===== config.mk =====
export PLATFORM = sky130hd
export DESIGN_NAME = stream_unpack16to8
export DESIGN_NICKNAME = d
export VERILOG_FILES = /design/src/rtl/stream_pkg.sv /design/src/rtl/skid_fifo2.sv /design/src/rtl/stream_unpack16to8.sv
export SDC_FILE = /design/constraint.sdc
export NUM_CORES = 1
export LEC_CHECK = 0
export BUFFER_PORTS_ARGS = -buffer_cell sky130_fd_sc_hd__buf_4
export CORE_AREA = 8 8 72 105
export DETAILED_ROUTE_END_ITERATION = 16
export DIE_AREA = 0 0 80 113
export PLACE_DENSITY = 0.61
export SETUP_SLACK_MARGIN = 0.05
export SKIP_CTS_REPAIR_TIMING = 1
export SLEW_MARGIN = 25
export SYNTH_ARGS = -nofsm -noshare
export SYNTH_HDL_FRONTEND = slang
export SYNTH_SLANG_ARGS = --single-unit

===== constraint.sdc =====
create_clock -name aclk -period 3.2 [get_ports aclk]
set_clock_uncertainty 0.05 [all_clocks]
set_input_delay 0.64 -clock aclk [delete_from_list [all_inputs] [get_ports aclk]]
set_output_delay 0.64 -clock aclk [all_outputs]
set_load 0.05 [all_outputs]

===== src/rtl/stream_pkg.sv =====
// Shared types, FSM encoding and byte-order helpers for the 16-to-8 stream unpacker.
package stream_pkg;

    typedef logic [15:0] word16_t;
    typedef logic [7:0]  byte8_t;

    typedef enum logic [1:0] {
        IDLE = 2'd0,
        B0   = 2'd1,
        B1   = 2'd2,
        CSUM = 2'd3
    } unpack_state_t;

    localparam logic BYTE_LO_FIRST = 1'b0;
    localparam logic BYTE_HI_FIRST = 1'b1;

    // idx is the emission slot (0 = first byte out); hi_first flips which half that is.
    function automatic byte8_t pick_byte(input word16_t w, input logic hi_first, input logic idx);
        pick_byte = ((idx ^ hi_first) == 1'b1) ? w[15:8] : w[7:0];
    endfunction

endpackage


===== src/rtl/skid_fifo2.sv =====
// Two-entry word FIFO with a registered write-ready that already accounts for a same-cycle pop.
module skid_fifo2
    import stream_pkg::*;
(
    input  logic       aclk_i,
    input  logic       aresetn_i,
    input  word16_t    wr_data_i,
    input  logic       wr_valid_i,
    output logic       wr_ready_o,
    input  logic       pop_i,
    output word16_t    head_o,
    output word16_t    next_o,
    output logic [1:0] count_o
);

    word16_t    mem_q [2];
    logic       wr_ptr_q;
    logic       rd_ptr_q;
    logic [1:0] count_q;
    logic [1:0] count_d;
    logic       ready_q;
    logic       ready_d;
    logic       push_s;

    assign push_s = wr_valid_i & ready_q;

    // Next occupancy and the ready value it implies for the following cycle.
    always_comb begin
        count_d = count_q;
        if (push_s && !pop_i) begin
            count_d = count_q + 2'd1;
        end else if (!push_s && pop_i) begin
            count_d = count_q - 2'd1;
        end else begin
            count_d = count_q;
        end
        ready_d = (count_d != 2'd2);
    end

    // Storage, pointers and registered ready.
    always_ff @(posedge aclk_i) begin
        if (!aresetn_i) begin
            mem_q[0] <= 16'd0;
            mem_q[1] <= 16'd0;
            wr_ptr_q <= 1'b0;
            rd_ptr_q <= 1'b0;
            count_q  <= 2'd0;
            ready_q  <= 1'b0;
        end else begin
            count_q <= count_d;
            ready_q <= ready_d;
            if (push_s) begin
                mem_q[wr_ptr_q] <= wr_data_i;
                wr_ptr_q        <= ~wr_ptr_q;
            end
            if (pop_i) begin
                rd_ptr_q <= ~rd_ptr_q;
            end
        end
    end

    assign wr_ready_o = ready_q;
    assign head_o     = mem_q[rd_ptr_q];
    assign next_o     = mem_q[~rd_ptr_q];
    assign count_o    = count_q;

endmodule


===== src/rtl/stream_unpack16to8.sv =====
// Serializes 16-bit stream words into byte beats with frame marking.
// Define STREAM_UNPACK_CHECKSUM_EN to append a mod-256 checksum byte after each frame.
module stream_unpack16to8
    import stream_pkg::*;
#(
    parameter int   FRAME_LEN = 8,
    parameter logic HI_FIRST  = BYTE_LO_FIRST
) (
    input  logic        aclk,
    input  logic        aresetn,
    input  logic [15:0] in_tdata,
    input  logic        in_tvalid,
    output logic        in_tready,
    output logic [7:0]  out_tdata,
    output logic        out_tvalid,
    input  logic        out_tready,
    output logic        out_tlast
);

    localparam byte8_t LAST_IDX = byte8_t'(FRAME_LEN - 1);

    unpack_state_t state_q;
    byte8_t        out_tdata_q;
    logic          out_tvalid_q;
    logic          out_tlast_q;
    byte8_t        word_cnt_q;

    word16_t       head_s;
    word16_t       next_s;
    logic [1:0]    count_s;
    logic          fifo_ne_s;
    logic          out_acc_s;
    logic          pop_s;
    logic          last_word_s;
    logic          csum_due_s;
    logic          tlast_b1_s;
    byte8_t        csum_byte_s;

    skid_fifo2 u_fifo (
        .aclk_i     (aclk),
        .aresetn_i  (aresetn),
        .wr_data_i  (in_tdata),
        .wr_valid_i (in_tvalid),
        .wr_ready_o (in_tready),
        .pop_i      (pop_s),
        .head_o     (head_s),
        .next_o     (next_s),
        .count_o    (count_s)
    );

    assign fifo_ne_s   = (count_s != 2'd0);
    assign out_acc_s   = out_tvalid_q & out_tready;
    // The head word stays in the FIFO until its final byte is taken.
    assign pop_s       = (state_q == B1) & out_acc_s;
    assign last_word_s = (word_cnt_q == LAST_IDX);

`ifdef STREAM_UNPACK_CHECKSUM_EN
    byte8_t csum_q;

    assign csum_byte_s = csum_q + out_tdata_q;
    assign csum_due_s  = last_word_s;
    assign tlast_b1_s  = 1'b0;
`else
    assign csum_byte_s = 8'd0;
    assign csum_due_s  = 1'b0;
    assign tlast_b1_s  = last_word_s;
`endif

    // Sequencer with registered output beat, word counter and checksum.
    always_ff @(posedge aclk) begin
        if (!aresetn) begin
            state_q      <= IDLE;
            out_tdata_q  <= 8'd0;
            out_tvalid_q <= 1'b0;
            out_tlast_q  <= 1'b0;
            word_cnt_q   <= 8'd0;
`ifdef STREAM_UNPACK_CHECKSUM_EN
            csum_q       <= 8'd0;
`endif
        end else begin
            case (state_q)
                IDLE: begin
                    if (fifo_ne_s) begin
                        out_tdata_q  <= pick_byte(head_s, HI_FIRST, 1'b0);
                        out_tvalid_q <= 1'b1;
                        out_tlast_q  <= 1'b0;
                        state_q      <= B0;
                    end
                end
                B0: begin
                    if (out_acc_s) begin
`ifdef STREAM_UNPACK_CHECKSUM_EN
                        csum_q      <= csum_q + out_tdata_q;
`endif
                        out_tdata_q <= pick_byte(head_s, HI_FIRST, 1'b1);
                        out_tlast_q <= tlast_b1_s;
                        state_q     <= B1;
                    end
                end
                B1: begin
                    if (out_acc_s) begin
                        word_cnt_q <= last_word_s ? 8'd0 : word_cnt_q + 8'd1;
`ifdef STREAM_UNPACK_CHECKSUM_EN
                        csum_q     <= csum_byte_s;
`endif
                        if (csum_due_s) begin
                            out_tdata_q <= csum_byte_s;
                            out_tlast_q <= 1'b1;
                            state_q     <= CSUM;
                        end else if (count_s == 2'd2) begin
                            // Second entry becomes the head after this pop.
                            out_tdata_q <= pick_byte(next_s, HI_FIRST, 1'b0);
                            out_tlast_q <= 1'b0;
                            state_q     <= B0;
                        end else begin
                            out_tdata_q  <= 8'd0;
                            out_tvalid_q <= 1'b0;
                            out_tlast_q  <= 1'b0;
                            state_q      <= IDLE;
                        end
                    end
                end
`ifdef STREAM_UNPACK_CHECKSUM_EN
                CSUM: begin
                    if (out_acc_s) begin
                        csum_q <= 8'd0;
                        if (fifo_ne_s) begin
                            out_tdata_q <= pick_byte(head_s, HI_FIRST, 1'b0);
                            out_tlast_q <= 1'b0;
                            state_q     <= B0;
                        end else begin
                            out_tdata_q  <= 8'd0;
                            out_tvalid_q <= 1'b0;
                            out_tlast_q  <= 1'b0;
                            state_q      <= IDLE;
                        end
                    end
                end
`endif
                default: begin
                    out_tdata_q  <= 8'd0;
                    out_tvalid_q <= 1'b0;
                    out_tlast_q  <= 1'b0;
                    state_q      <= IDLE;
                end
            endcase
        end
    end

    assign out_tdata  = out_tdata_q;
    assign out_tvalid = out_tvalid_q;
    assign out_tlast  = out_tlast_q;

endmodule


==> metrics <==
clk sinks 58; first-pass GRT wire length around 8.5 mm; core box area 6040 µm²; dpl cell area 2890 µm²; hold crit path type reg -> reg; pwr/cell area 683 nW/µm²; number of max-cap violations 0; Final Core Density ~50%; die width 80 µm; number of enable flip-flop cells after synthesis 32; crit-path leading delay family compound AO/OA/AOI/OAI gates; Hold Vio Cnt, Final 0; Post-synth top flop edfxtp_1; Netlist cell types 42; DR WL/cell 15.2 µm; Worst IR Drop VDD ~0.35 mV; register area share after synthesis 56.8%; slowest stage delay, CP 580 ps; Inst Count DP around 320; initial antenna violation count 0; CP Launch Type flop; Initial Util between 40 and 50%; TritonRoute pass-1 iters 4; Die ar. between 9000 and 10000 µm²; most common cell after layout, fill and taps aside and2_1; Clock Tree Buf Depth 2; post-route minimum period 1860 ps; P&R area growth vs syn 18.7%; CTS buffer count 9; multi-input combinational cell area 1060 µm²; Fillers 552; critical path, cell by cell and4b_1, o21ai_1, o2bb2ai_1; Final Max Tran Viols 0; Mapped Cells 222; drt total wl 5.10 mm; WHS 414 ps; Worst-path clk slew 70 ps; Synth Cell Area 2610 µm²; DP Worst Slack 1050 ps; via count between 1500 and 2000; Crit-path slowest cell dfxtp_1; synthesized flop and latch total 58; proportion of layout cells with a drive suffix above 1 20.3%; Syn Nets 245; Yosys warning count 0; Overall Global Routing Usage 12.4%; Top Ports 31; synthesized area per cell 11.7 µm²; Seq. cell area approximately 1500 µm²; CTS root buffer clkbuf_8; Port Buffer Count 30; H-tree levels 3; DP HPWL 3.44 mm; path type of the worst setup path reg -> reg; Bufs and invs on worst path 0; post-route insts no fill roughly 340; via/cell ratio 5.12; Crit. End Element flop; Async S/R FF share, synth 0%; Final ANT Viol Nets 0; Worst Max-Slew Pin Slew 820 ps; RSZ-0062 raised after global routing no; Site Rows 35; status complete, no violations; RePlAce Congestion 0.745; commonest cells after routing, fill and taps aside and2_1 (38), buf_4 (33), edfxtp_1 (32), dfxtp_1 (26), nor2_1 (18); worst-skew pair later-pin latency 340 ps; Pwr Total 2.11 mW; Slew headroom 45.1%; f_max 537 MHz; Req. time, crit path 3360 ps; Leak Pwr approximately 1.2 nW; largest net degree at the start of global routing 20; number of remaining DRC errors 0; Total Neg Setup Slack 0 ps; cell area after layout 3090 µm²; die height 113 µm; vias in the first global route 1769; DRT iter0 DRCs 70; total gr overflow 0; CTS tree done; maximum fanout along the worst path 13; Setup-failing EPs final 0; Final nets 279; final worst path period share 58.2%; Arr. time, crit path 2020 ps; Antenna diodes 0; Worst Slack Setup Final 1340 ps
==> cell usage after synthesis, types with 5 or more instances <==
| cell | n | area, µm² |
|---|---|---|
| nand2_1 | 10 | 37.5 |
| dfxtp_1 | 26 | 521 |
| nor2_1 | 18 | 67.6 |
| and2_1 | 38 | 238 |
| edfxtp_1 | 32 | 961 |
| a21oi_1 | 6 | 30.0 |
| o2bb2ai_1 | 8 | 70.1 |
| a221oi_1 | 8 | 70.1 |
| mux2i_1 | 9 | 90.1 |
| xnor2_1 | 8 | 70.1 |
| nor2b_1 | 5 | 31.3 |
==> layout make-up <==
type | count | share of cell area (%)
sequential | 58 | 47.9
multi-input combinational | 152 | 34.2
timing repair buffer | 33 | 8.01
clock buffer | 9 | 4.00
tap | 74 | 2.99
clock inverter | 7 | 2.71
inverter | 2 | 0.243
==> state kept, by name (all words and copies together) (netlist names), named ones only <==
name and flops:
u_fifo.mem_q 32, out_tdata 8, word_cnt_q 8, state_q 2, u_fifo.count_o 2, out_tlast 1
out_tvalid 1, u_fifo.rd_ptr_q 1, u_fifo.wr_ptr_q 1, u_fifo.wr_ready_o 1
==> kinds of logic after synthesis <==
logic type / share of synthesized area (%)
and+or+nand+nor: 20.1
DFF: 56.8
AOI/OAI and AO/OA: 11.2
xor gates and xnor gates: 4.03
buffers and inverters: 2.64
muxes: 3.46
adders and majority gates: 1.82
==> layer usage <==
layer	share of wire [%]	track usage, %
met1	42	13.3
met2	51	20.2
met3	4.4	3.89
met4	2.7	8.05
met5	0	0
==> worst register-to-register path: cells and delay by family (launching register included) <==
kind | cells | cell delay (ps)
AND/OR/NAND/NOR | 1 | 400
AO/OA/AOI/OAI | 2 | 700
flip-flops | 1 | 580
==> path summary, 6_finish.rpt <==
kind                     startpoint                 to  slack (ps)  depth (start not counted)
setup / recovery         state_q[0]       out_tdata[4]        1340                          3
setup reg to reg         state_q[0]       out_tdata[4]        1340                          3
hold / removal    u_fifo.count_o[0]  u_fifo.wr_ready_o         410                          1
hold reg to reg   u_fifo.count_o[0]  u_fifo.wr_ready_o         410                          1
==> where the power goes <==
part	internal, mW	switching [mW]
registers	0.867	0.0655
logic	0.178	0.286
clock network	0.429	0.289
Power figures use the tool's default switching activity.
